[config.mk]
export PLATFORM = sky130hd
export DESIGN_NAME = irq_priority_unit
export DESIGN_NICKNAME = d
export VERILOG_FILES = /design/src/rtl/irq_priority_unit.sv
export SDC_FILE = /design/constraint.sdc
export NUM_CORES = 1
export LEC_CHECK = 0
export CORE_MARGIN = 3
export CORE_UTILIZATION = 35
export DETAILED_ROUTE_END_ITERATION = 8
export HOLD_SLACK_MARGIN = 0.08
export PLACE_DENSITY = 0.65
export SETUP_SLACK_MARGIN = 0.2
export SKIP_LAST_GASP = 1
export SYNTH_ARGS = -nofsm -noshare
export SYNTH_HDL_FRONTEND = slang
export SYNTH_SLANG_ARGS = --single-unit
export TNS_END_PERCENT = 10
[constraint.sdc]
create_clock -name CLK -period 5.3 [get_ports CLK]
set_input_delay 0.795 -clock CLK [delete_from_list [all_inputs] [get_ports CLK]]
set_output_delay 0.795 -clock CLK [all_outputs]
set_load 0.02 [all_outputs]
[src/rtl/irq_priority_unit.sv]
// Request side of the 8259 PIC: IR capture into IRR, ISR tracking, fixed or rotating
// priority resolution, the INTA acknowledge sequence, EOI/AEOI handling and read-back.
module irq_priority_unit #(
    parameter int unsigned NUM_IR = 8
) (
    input  logic              CLK,
    input  logic              RESET,
    input  logic [NUM_IR-1:0] IR,
    input  logic              LEVEL,
    input  logic [NUM_IR-1:0] interrupt_mask,
    input  logic              R,
    input  logic              AEOI,
    input  logic              EOI_CMD,
    input  logic [1:0]        INTA_COUNT,
    input  logic              RIRR,
    input  logic              RISR,
    output logic              INTERNAL_INT,
    output logic [2:0]        IR_NUM,
    output logic [NUM_IR-1:0] IRR,
    output logic [NUM_IR-1:0] ISR,
    output logic [NUM_IR-1:0] READ_DATA
);

    localparam int unsigned IDX_W = 3;

    localparam logic [1:0] ST_IDLE = 2'd0;
    localparam logic [1:0] ST_REQ  = 2'd1;
    localparam logic [1:0] ST_ACK1 = 2'd2;

    logic [1:0]        state, state_n;
    logic [NUM_IR-1:0] s1, s2, s2_d;
    logic [1:0]        inta_prev;
    logic [IDX_W-1:0]  pri_base, pri_base_n;
    logic              spurious, spurious_n;
    logic              int_n;
    logic [IDX_W-1:0]  ir_num_n;
    logic [NUM_IR-1:0] irr_n, isr_n;
    logic [NUM_IR-1:0] irr_set, irr_clr, isr_set, isr_clr;

    logic [NUM_IR-1:0] cand;
    logic [IDX_W:0]    cand_hit, isr_hit;
    logic              cand_any, isr_any, win_valid;
    logic [IDX_W-1:0]  cand_off, isr_off, winner, isr_top;
    logic              ack1, ack2;

    // Offset (relative to base) of the first set bit in rotated search order, plus a found flag.
    function automatic logic [IDX_W:0] first_set(input logic [NUM_IR-1:0] vec,
                                                 input logic [IDX_W-1:0]  base);
        logic [IDX_W:0]   res;
        logic [IDX_W-1:0] idx;
        res = '0;
        for (int j = NUM_IR - 1; j >= 0; j--) begin
            idx = base + IDX_W'(j);
            if (vec[idx]) begin
                res = {1'b1, IDX_W'(j)};
            end
        end
        return res;
    endfunction

    assign cand      = IRR & ~interrupt_mask;
    assign cand_hit  = first_set(cand, pri_base);
    assign isr_hit   = first_set(ISR, pri_base);
    assign cand_any  = cand_hit[IDX_W];
    assign cand_off  = cand_hit[IDX_W-1:0];
    assign isr_any   = isr_hit[IDX_W];
    assign isr_off   = isr_hit[IDX_W-1:0];
    assign winner    = pri_base + cand_off;
    assign isr_top   = pri_base + isr_off;
    assign win_valid = cand_any && (!isr_any || (cand_off < isr_off));

    // An acknowledge is a transition into 01 or 10; holding the value does not repeat it.
    assign ack1 = (INTA_COUNT == 2'b01) && (inta_prev != 2'b01);
    assign ack2 = (INTA_COUNT == 2'b10) && (inta_prev != 2'b10);

    assign READ_DATA = RISR ? ISR : (RIRR ? IRR : '0);

    always_ff @(posedge CLK or posedge RESET) begin
        if (RESET) begin
            s1        <= '0;
            s2        <= '0;
            s2_d      <= '0;
            inta_prev <= 2'b00;
        end else begin
            s1        <= IR;
            s2        <= s1;
            s2_d      <= s2;
            inta_prev <= INTA_COUNT;
        end
    end

    always_ff @(posedge CLK or posedge RESET) begin
        if (RESET) begin
            state        <= ST_IDLE;
            INTERNAL_INT <= 1'b0;
            IR_NUM       <= '0;
            IRR          <= '0;
            ISR          <= '0;
            pri_base     <= '0;
            spurious     <= 1'b0;
        end else begin
            state        <= state_n;
            INTERNAL_INT <= int_n;
            IR_NUM       <= ir_num_n;
            IRR          <= irr_n;
            ISR          <= isr_n;
            pri_base     <= pri_base_n;
            spurious     <= spurious_n;
        end
    end

    // EOI acts on the pre-acknowledge ISR; an AEOI rotation overrides the EOI rotation.
    always_comb begin
        state_n    = state;
        int_n      = INTERNAL_INT;
        ir_num_n   = IR_NUM;
        spurious_n = spurious;
        pri_base_n = pri_base;
        irr_set    = LEVEL ? '0 : (s2 & ~s2_d);
        irr_clr    = '0;
        isr_set    = '0;
        isr_clr    = '0;

        if (EOI_CMD && isr_any) begin
            isr_clr[isr_top] = 1'b1;
            if (R) begin
                pri_base_n = isr_top + IDX_W'(1);
            end
        end

        case (state)
            ST_IDLE: begin
                if (win_valid) begin
                    int_n   = 1'b1;
                    state_n = ST_REQ;
                end
            end
            ST_REQ: begin
                if (ack1) begin
                    if (win_valid) begin
                        ir_num_n         = winner;
                        spurious_n       = 1'b0;
                        isr_set[winner]  = 1'b1;
                        irr_clr[winner]  = 1'b1;
                    end else begin
                        ir_num_n   = IDX_W'(7);
                        spurious_n = 1'b1;
                    end
                    state_n = ST_ACK1;
                end
            end
            ST_ACK1: begin
                if (ack2) begin
                    int_n = 1'b0;
                    if (AEOI && !spurious) begin
                        isr_clr[IR_NUM] = 1'b1;
                        if (R) begin
                            pri_base_n = IR_NUM + IDX_W'(1);
                        end
                    end
                    state_n = ST_IDLE;
                end
            end
            default: state_n = ST_IDLE;
        endcase

        irr_n = LEVEL ? s2 : ((IRR & ~irr_clr) | irr_set);
        isr_n = (ISR & ~isr_clr) | isr_set;
    end

endmodule
==> results.sh <==
export IMPL_grt_start_max_net_pins=53
export IMPL_path_clk_slew_ns=0.10
export IMPL_layout_setup_ws_ns=0.560
export IMPL_cts_buffers=5
export IMPL_synth_commonest_cells="dfrtp_1, o21ai_0, nand2_1"
export IMPL_antenna_cells=0
export IMPL_slew_violations=0
export IMPL_grt_total_usage=0.154
export IMPL_synthFlopType="dfrtp_1"
export IMPL_synthesis_area_um2=3340
export IMPL_drv_cap=0
export IMPL_path_max_fanout=12
export IMPL_pre_cts_slack_ns=0.604
export IMPL_setup_violations=0
export IMPL_fmax_ghz=0.211
export IMPL_tightest_slew_ns=1.04
export IMPL_grt_pass1_wl_um=13600
export IMPL_rsz0062_at_grt="no"
export IMPL_syn_inst=320
export IMPL_cts_resized_gates=0
export IMPL_clk_latency_ns=0.31
export IMPL_overflow=0
export IMPL_tns_ns=0
export IMPL_start_kind="flip-flop"
export IMPL_slew_headroom=0.308
export IMPL_vias=2765
export IMPL_post_cts_buffers=0
export IMPL_cp_arrival_ns=4.92
export IMPL_clockBufferDepth=2
export IMPL_ys_top_cells_by_area="dfrtp_1, mux4_2, o21ai_0"
export IMPL_core_area_um2=9240
export IMPL_initial_core_util=0.362
export IMPL_yosysMostFrequentCell="dfrtp_1"
export IMPL_finalHoldViolCount=0
export IMPL_cts_tree="yes"
export IMPL_end_kind="flip-flop"
export IMPL_synthesis_nets=356
export IMPL_path_class="flip-flop to flip-flop"
export IMPL_finalCritPeriodShare=0.894
export IMPL_drc_errors=0
export IMPL_num_io_pins=54
export IMPL_nFillCells=851
export IMPL_io_buffers=53
export IMPL_vias_per_cell=5.53
export IMPL_dr_pass1_iters=5
export IMPL_gp_congestion=0.874
export IMPL_post_dp_cell_area_um2=3980
export IMPL_final_util=0.449
export IMPL_synth_largest_area_cell="dfrtp_1"
export IMPL_avgRoutedWirePerCell_um=16.7
export IMPL_num_nets_final=406
export IMPL_drt_initial_drc_count=190
export IMPL_postLayoutCellArea_um2=4150
export IMPL_grt_pass1_vias=2673
export IMPL_fp_dieH_um=104
export IMPL_ant_nets=0
export IMPL_fp_row_count=35
export IMPL_drt_wl_total_um=8370
export IMPL_reg2reg_slack_ns=0.56
export IMPL_fin_worst_skew_ns=0.00675
export IMPL_async_reset_ff_frac=1.00
export IMPL_worstPathRequired_ns=5.48
export IMPL_drive_above_1_share=0.116
export IMPL_cts_sinks=52
export IMPL_dp_hpwl_um=6340
export IMPL_ys_seq_area_frac=0.389
export IMPL_synth_top_area_frac=0.389
export IMPL_htree_levels=2
export IMPL_period_needed_ns=4.74
export IMPL_synth_distinct_cells=56
export IMPL_multi_input_area_um2=1900
export IMPL_ctsHoldBuffers=0
export IMPL_ys_ff_latch=52
export IMPL_synth_warnings=0
export IMPL_die_width_um=104
export IMPL_die_area_um2=10800
export IMPL_antenna_found_initial=0
export IMPL_area_growth_pct=24.1
export IMPL_avgSynthCellArea_um2=10.4
export IMPL_synth_edf_count=0
export IMPL_status="finished, final reports clean"
export IMPL_cts_root_buf="clkbuf_8"
export IMPL_hp_class="flip-flop to flip-flop"
export IMPL_register_area_um2=1300
[final timing paths]
| path | depth (start not counted) | startpoint | to |
|---|---|---|---|
| max in group asynchronous | 2 | RESET | s2[6] |
| hold / removal | 0 | s1[2] | s2[2] |
| hold reg to reg | 0 | s1[2] | s2[2] |
| setup / recovery | 15 | pri_base[1] | IRR[4] |
| setup reg to reg | 15 | pri_base[1] | IRR[4] |
| min in group asynchronous | 2 | RESET | s2[5] |
[kinds of logic (layout without fill, tap and decap cells)]
group,Yosys count,count (layout),share of synthesized area
AO/OA/AOI/OAI,76,76,0.151
XOR/XNOR,9,9,0.0258
adder cells (fa/ha/maj),10,10,0.0419
buffers and inverters,33,84,0.0438
flip-flops,52,52,0.389
multiplexers,37,37,0.176
AND/OR/NAND/NOR,103,103,0.172
[layout make-up]
class | instances | share of cell area
Clock buffer | 5 | 0.0166
Sequential cell | 52 | 0.314
Clock inverter | 3 | 0.0217
Inverter | 21 | 0.0190
Multi-Input combinational cell | 235 | 0.458
Timing Repair Buffer | 55 | 0.132
Tap cell | 129 | 0.0389
[layout by cell type (no fill, tap or decap), drive strengths merged, types with 3 or more instances in the layout]
cell type | Yosys | routed
a21oi | 3 | 3
a22o | 4 | 4
a22oi | 3 | 3
bufinv | 0 | 3
clkbuf | 4 | 5
clkdlybuf4s50 | 0 | 53
dfrtp | 52 | 52
ha | 8 | 8
inv | 20 | 20
mux2 | 4 | 4
mux2i | 16 | 16
mux4 | 17 | 17
nand2 | 30 | 30
nand2b | 17 | 17
nand3b | 4 | 4
nand4b | 3 | 3
nor2 | 13 | 13
nor2b | 15 | 15
nor3 | 3 | 3
nor3b | 4 | 4
nor4 | 8 | 8
o21ai | 39 | 39
o22ai | 5 | 5
o311ai | 4 | 4
o31ai | 3 | 3
xnor2 | 4 | 4
xor2 | 5 | 5
[sequential cells by signal, indices dropped and copies added (netlist names), named ones only]
name,flops
IRR,8
ISR,8
s1,8
s2,8
s2_d,8
IR_NUM,3
inta_prev,2
pri_base,2
state,2
INTERNAL_INT,1
spurious,1
[critical path, stage by stage, from the launching register on]
cell	delay [ns]
dfrtp_1	0.58
inv_1	0.25
ha_1	0.67
mux4_2	0.44
mux2_2	0.29
nor2_1	0.24
o211ai_1	0.14
a21oi_1	0.30
inv_1	0.08
ha_1	0.32
a21oi_1	0.22
nand2_1	0.09
o31ai_1	0.09
a31oi_2	0.17
nor4_1	0.58
o21ai_0	0.14
[routing by layer]
layer / vias to the layer above / track usage / part of all wire
li1: 1282 / - / -
met1: 1368 / 0.195 / 0.42
met4: 0 / 0.0703 / 0.031
met3: 25 / 0.0224 / 0.057
met5: - / 0 / 0
met2: 90 / 0.262 / 0.49
[through the flow]
step	cells	hold slack [ns]
2_1_floorplan	320	0.331
3_3_place_gp	492	0.332
3_5_place_dp	492	0.336
4_1_cts	500	0.359
5_1_grt	500	0.362
6_report	500	0.356
Power is not shown: default switching activity piles up to over one toggle a cycle in this logic, so the estimate is an artifact.
==> RTL change 1 (same flow settings) <==
Put a register stage on the output `READ_DATA`, with the module's reset. The value now appears one clock later. The other outputs are not delayed to match.
--- a/src/rtl/irq_priority_unit.sv
+++ b/src/rtl/irq_priority_unit.sv
@@ -73,7 +73,13 @@
     assign ack1 = (INTA_COUNT == 2'b01) && (inta_prev != 2'b01);
     assign ack2 = (INTA_COUNT == 2'b10) && (inta_prev != 2'b10);
 
-    assign READ_DATA = RISR ? ISR : (RIRR ? IRR : '0);
+    always_ff @(posedge CLK or posedge RESET) begin
+        if (RESET) begin
+            READ_DATA <= '0;
+        end else begin
+            READ_DATA <= RISR ? ISR : (RIRR ? IRR : '0);
+        end
+    end
 
     always_ff @(posedge CLK or posedge RESET) begin
         if (RESET) begin
Function: changed (Yosys sat finds a counterexample within 4 cycles, from zero or initial values and one cycle with RESET high).
==> RTL change 1 against the original RTL <==
Cell area is 11% higher. Via count up 12%. Sequential cell count is 8 higher. Routed wire length grew 16%. Synthesized area is 11% higher. Global-route usage grew 1.8 points. Critical path depth is 2 lower. Setup slack better by 450 ps.
Power is left out: the tool's default activity adds up to more than one toggle a clock period on the data nets, which glitch-free logic cannot reach.
==> RTL change 1: results (changes against the original RTL) <==
stage;metric;value;unit;change
run_status;status;finished, final reports clean;;
routing;ant_nets;0;;unchanged
synthesis;syn_nets;398;;+12%
synthesis;synthArstFlopShare;1.00;;unchanged
cts;htree_levels;3;;+1
synthesis;synth_common_cells;dfrtp_1, nand2_1, a21oi_1;;
global_routing;grt_max_degree;61;;+15%
setup_path;rr_endpoint;IRR[7];;
setup_path;rrSetupSlack;1010;ps;+450 ps
worst_hold_path;holdPathStages;0;;unchanged
setup_path;crit_fanout;8;;-4
routing;drt_iter0_drc;268;;+41%
cts;post-cts-setup-buffers;0;;unchanged
setup_path;crit_family;compound AO/OA/AOI/OAI gates;;
global_routing;track_usage;0.172;;+0.0180
placed_design;dpl.hpwl;7530;um;+19%
setup_path;cpPeakStageDelay;610;ps;-60 ps
routing;drc;0;;unchanged
global_routing;antenna_found_initial;0;;unchanged
cts;post_cts_resized;0;;unchanged
routing;wl_per_cell;17.3;um;+3.2%
setup_path;reg2regPathDepth;13;;-2
layout;nNetsFinal;457;;+13%
routing;dr.pass1.iters;4;;-1
layout;drive_above_1_share;0.124;;+0.00851
setup_path;slowest_stage;mux4_2;;
global_routing;grt_pass1_wl;15800;um;+16%
cts;clk_pin_slew_worst_paths;70;ps;-30 ps
setup_path;cp-start-kind;flop;;
sta;hold_ws;348;ps;-8.33 ps
worst_hold_path;hp-start;s1[1];;
setup_path;worst_ep_arrival_time;4490;ps;-430 ps
sta;max_slew_margin;0.506;;+0.198
placed_design;buffer_ports.inserted;53;;unchanged
synthesis;ys_types;62;;+11%
synthesis;ys_warn_count;0;;unchanged
cts;clock_path_buffers;2;;unchanged
routing;vias;3094;;+12%
cts;insertion_delay;340;ps;+30 ps
worst_hold_path;holdPathEnd;s2[1];;
cts;cts_buffers;9;;+4
sta;skew;11.7;ps;+4.91 ps
layout;n_antenna_cell;0;;unchanged
synthesis;ys_top_cells_by_area;dfrtp_1, mux4_2, a21oi_1;;
synthesis;yosysSeqAreaShare;0.404;;+0.0143
worst_hold_path;hp-class;flop to flop;;
placed_design;post_dp_cell_area;4410;um^2;+11%
cts;root_buffer;clkbuf_8;;
placed_design;gp_congestion;0.901;;+3.1%
==> RTL change 1: cell types whose count changed after synthesis, sizes merged, moves of 6 or more <==
| cell | before | now |
|---|---|---|
| nand3 | 1 | 15 |
| a21boi | 0 | 9 |
| nor2b | 15 | 8 |
| o21ai | 39 | 20 |
| nor4 | 8 | 2 |
| a21oi | 3 | 32 |
| nand2 | 30 | 41 |
| dfrtp | 52 | 60 |
==> RTL change 1: metal layers <==
layer / GRT usage / part of all wire / up-vias
met5: 0 / 0 / -
met4: 0.0712 / 0.021 / 0
met3: 0.0414 / 0.072 / 21
met2: 0.276 / 0.49 / 115
met1: 0.223 / 0.42 / 1494
li1: - / - / 1464
==> RTL change 1: cell families (layout without fill, tap and decap cells) <==
group,after synthesis,after routing,synth area share
AOI/OAI and AO/OA,96,96,0.175
adders and majority gates,10,10,0.0377
and+or+nand+nor,122,122,0.170
muxes,36,36,0.151
buffers and inverters,28,92,0.0350
xor gates and xnor gates,10,10,0.0272
DFF,60,60,0.404
==> RTL change 1: worst max path at each step <==
stage | end | slack, ps | cells after the start
floorplan | ISR[2] | 1330 | 16
global placement | IRR[1] | 830 | 15
detailed placement | IRR[1] | 780 | 15
CTS | ISR[5] | 1020 | 13
global route | ISR[1] | 760 | 13
finish | IRR[7] | 1010 | 13
==> RTL change 1: cell type report <==
class	instances	area, um^2
clock inverter	5	86.3
clock buffer	11	131
tap	136	170
timing repair buffer	60	583
inverter	16	62.6
sequential	60	1500
fill	963	5700
multi-input combinational	274	2090
==> RTL change 1: per-stage QoR <==
| stage | worst slack (ps) | utilization | std cells |
|---|---|---|---|
| 2_1_floorplan | 1330 | - | 362 |
| 3_3_place_gp | 830 | 0.427 | 546 |
| 3_5_place_dp | 782 | 0.427 | 546 |
| 4_1_cts | 1020 | 0.448 | 562 |
| 5_1_grt | 762 | 0.448 | 562 |
| 6_report | 1010 | 0.448 | 562 |
==> RTL change 2 (config.mk and constraints unchanged) <==
Without the edit above. The parameter `NUM_IR` goes from 8 to 7.
--- a/src/rtl/irq_priority_unit.sv
+++ b/src/rtl/irq_priority_unit.sv
@@ -1,7 +1,7 @@
 // Request side of the 8259 PIC: IR capture into IRR, ISR tracking, fixed or rotating
 // priority resolution, the INTA acknowledge sequence, EOI/AEOI handling and read-back.
 module irq_priority_unit #(
-    parameter int unsigned NUM_IR = 8
+    parameter int unsigned NUM_IR = 7
 ) (
     input  logic              CLK,
     input  logic              RESET,
Ports: changed (5 resized); port bits go from 54 to 49. The function was not compared with the original's and may differ.
==> RTL change 2 against the original RTL <==
Largest cell class unchanged. Critical path depth decreased by 1. Cell area down 8.4%. Setup slack improved by 210 ps. Sequential cell count shrank 5. Critical path type unchanged. Routed wire length is 3.2% lower. Synthesized area is 6.4% lower.
Power is left out: the tool's default activity adds up to more than one toggle a clock period on the data nets, which glitch-free logic cannot reach.
==> RTL change 2: results (changes against the original RTL) <==
stage;metric;value;unit;change
synthesis;synth-xor-area-share;0.0308;;+0.00498
cts;clk_pin_slew_worst_paths;90;ps;
global_routing;first_global_vias;2620;;-2.0%
synthesis;synthFlopType;dfrtp_1;;
sta;skew;3.93;ps;-2.82 ps
global_routing;grt_max_degree;48;;-9.4%
global_routing;antenna_found_initial;0;;unchanged
routing;vias_per_cell;5.73;;+3.7%
cts;cts_buffers;5;;unchanged
synthesis;synth_cells;306;;-4.4%
synthesis;synthAdderAreaFrac;0.0448;;+0.00289
setup_path;crit_fanout;14;;+2
synthesis;synthArstFlopShare;1.00;;unchanged
setup_path;worst_ep_arrival_time;4730;ps;-190 ps
routing;drt_iter0_drc;156;;-18%
routing;wl;8100;um;-3.2%
placed_design;gp_congestion;0.903;;+3.4%
placed_design;placed_cells;448;;-8.9%
cts;post_cts_resized;0;;unchanged
synthesis;yosysSeqAreaShare;0.376;;-0.0132
cts;root_buffer;clkbuf_8;;
placed_design;place_ws;795;ps;+191 ps
synthesis;muxShareOfSynthArea;0.122;;-0.0535
layout;drive_above_1_share;0.0997;;-0.0162
cts;insertion_delay;300;ps;
synthesis;syn_nets;340;;-4.5%
synthesis;ys_types;68;;+21%
global_routing;track_usage;0.165;;+0.0113
worst_hold_path;holdPathStages;0;;unchanged
setup_path;reg2regPathDepth;14;;-1
routing;dr.pass1.iters;4;;-1
placed_design;dpl.hpwl;6080;um;-4.1%
layout;nNetsFinal;384;;-5.4%
cts;htree_levels;2;;unchanged
global_routing;grt_pass1_wl;13200;um;-2.9%
cts;clock_path_buffers;2;;unchanged
layout;n_antenna_cell;0;;unchanged
worst_hold_path;hp-class;flop to flop;;
run_status;status;finished, final reports clean;;
synthesis;synth_compound_area_frac;0.203;;+0.0516
synthesis;ys_warn_count;0;;unchanged
setup_path;slowest_stage;mux4_2;;
synthesis;synth_common_cells;dfrtp_1, nor2_1, nand2_1;;
placed_design;buffer_ports.inserted;48;;-9.4%
cts;post-cts-setup-buffers;0;;unchanged
placed_design;post_dp_cell_area;3680;um^2;-7.6%
sta;max_slew_margin;0.375;;+0.0674
synthesis;ys_top_cells_by_area;dfrtp_1, mux4_2, ha_1;;
routing;wl_per_cell;17.8;um;+6.1%
setup_path;cpPeakStageDelay;510;ps;-160 ps
==> RTL change 2: changes by cell type after synthesis, sizes merged, moves of 7 or more <==
cell | before | now
mux2i | 16 | 9
nor2 | 13 | 22
o21ai | 39 | 14
mux4 | 17 | 10
nand2 | 30 | 20
a21oi | 3 | 10
==> RTL change 2: layout make-up <==
cell class | count | area, um^2
Clock buffer | 5 | 68.8
Inverter | 18 | 67.6
Multi-Input combinational cell | 228 | 1810
Fill cell | 796 | 4630
Sequential cell | 47 | 1180
Clock inverter | 3 | 47.5
Timing Repair Buffer | 50 | 495
Tap cell | 105 | 131
==> RTL change 2: critical path: cells and delay by family (launching register included) <==
| kind | cells | cell delay [ps] |
|---|---|---|
| multiplexers | 1 | 510 |
| AND/OR/NAND/NOR | 1 | 240 |
| XOR/XNOR | 2 | 740 |
| AO/OA/AOI/OAI | 5 | 1200 |
| flip-flops | 1 | 390 |
| buffers and inverters | 2 | 270 |
| adder cells (fa/ha/maj) | 3 | 1080 |
==> RTL change 2: layer usage <==
metal | share of wire | vias to the layer above | track usage | routed length [um]
met5 | 0 | - | 0 | 0
met4 | 0.027 | 0 | 0.0642 | 216
met3 | 0.036 | 19 | 0.0221 | 288
met2 | 0.50 | 62 | 0.279 | 4080
met1 | 0.43 | 1294 | 0.215 | 3520
li1 | - | 1240 | - | -
==> RTL change 2: kinds of logic after synthesis <==
family                     Yosys count
adders and majority gates           10
and+or+nand+nor                     98
xor gates and xnor gates            11
muxes                               24
AOI/OAI and AO/OA                   85
DFF                                 47
buffers and inverters               31
==> RTL change 2: worst paths after layout <==
kind | from | to | slack (ps)
worst max register to register | pri_base[1] | ISR[5] | 770
worst max-delay path | pri_base[1] | ISR[5] | 770
worst min register to register | s1[0] | s2[0] | 360
max in group asynchronous | RESET | s2[2] | 3710
worst min-delay path | s1[0] | s2[0] | 360
min in group asynchronous | RESET | s1[1] | 1010
==> RTL change 2: metrics by stage <==
step                hold WS [ps]  utilization
floorplan                    331            -
global route                 361        0.451
finish                       355        0.451
detailed placement           335        0.437
global placement             333        0.437
CTS                          356        0.451
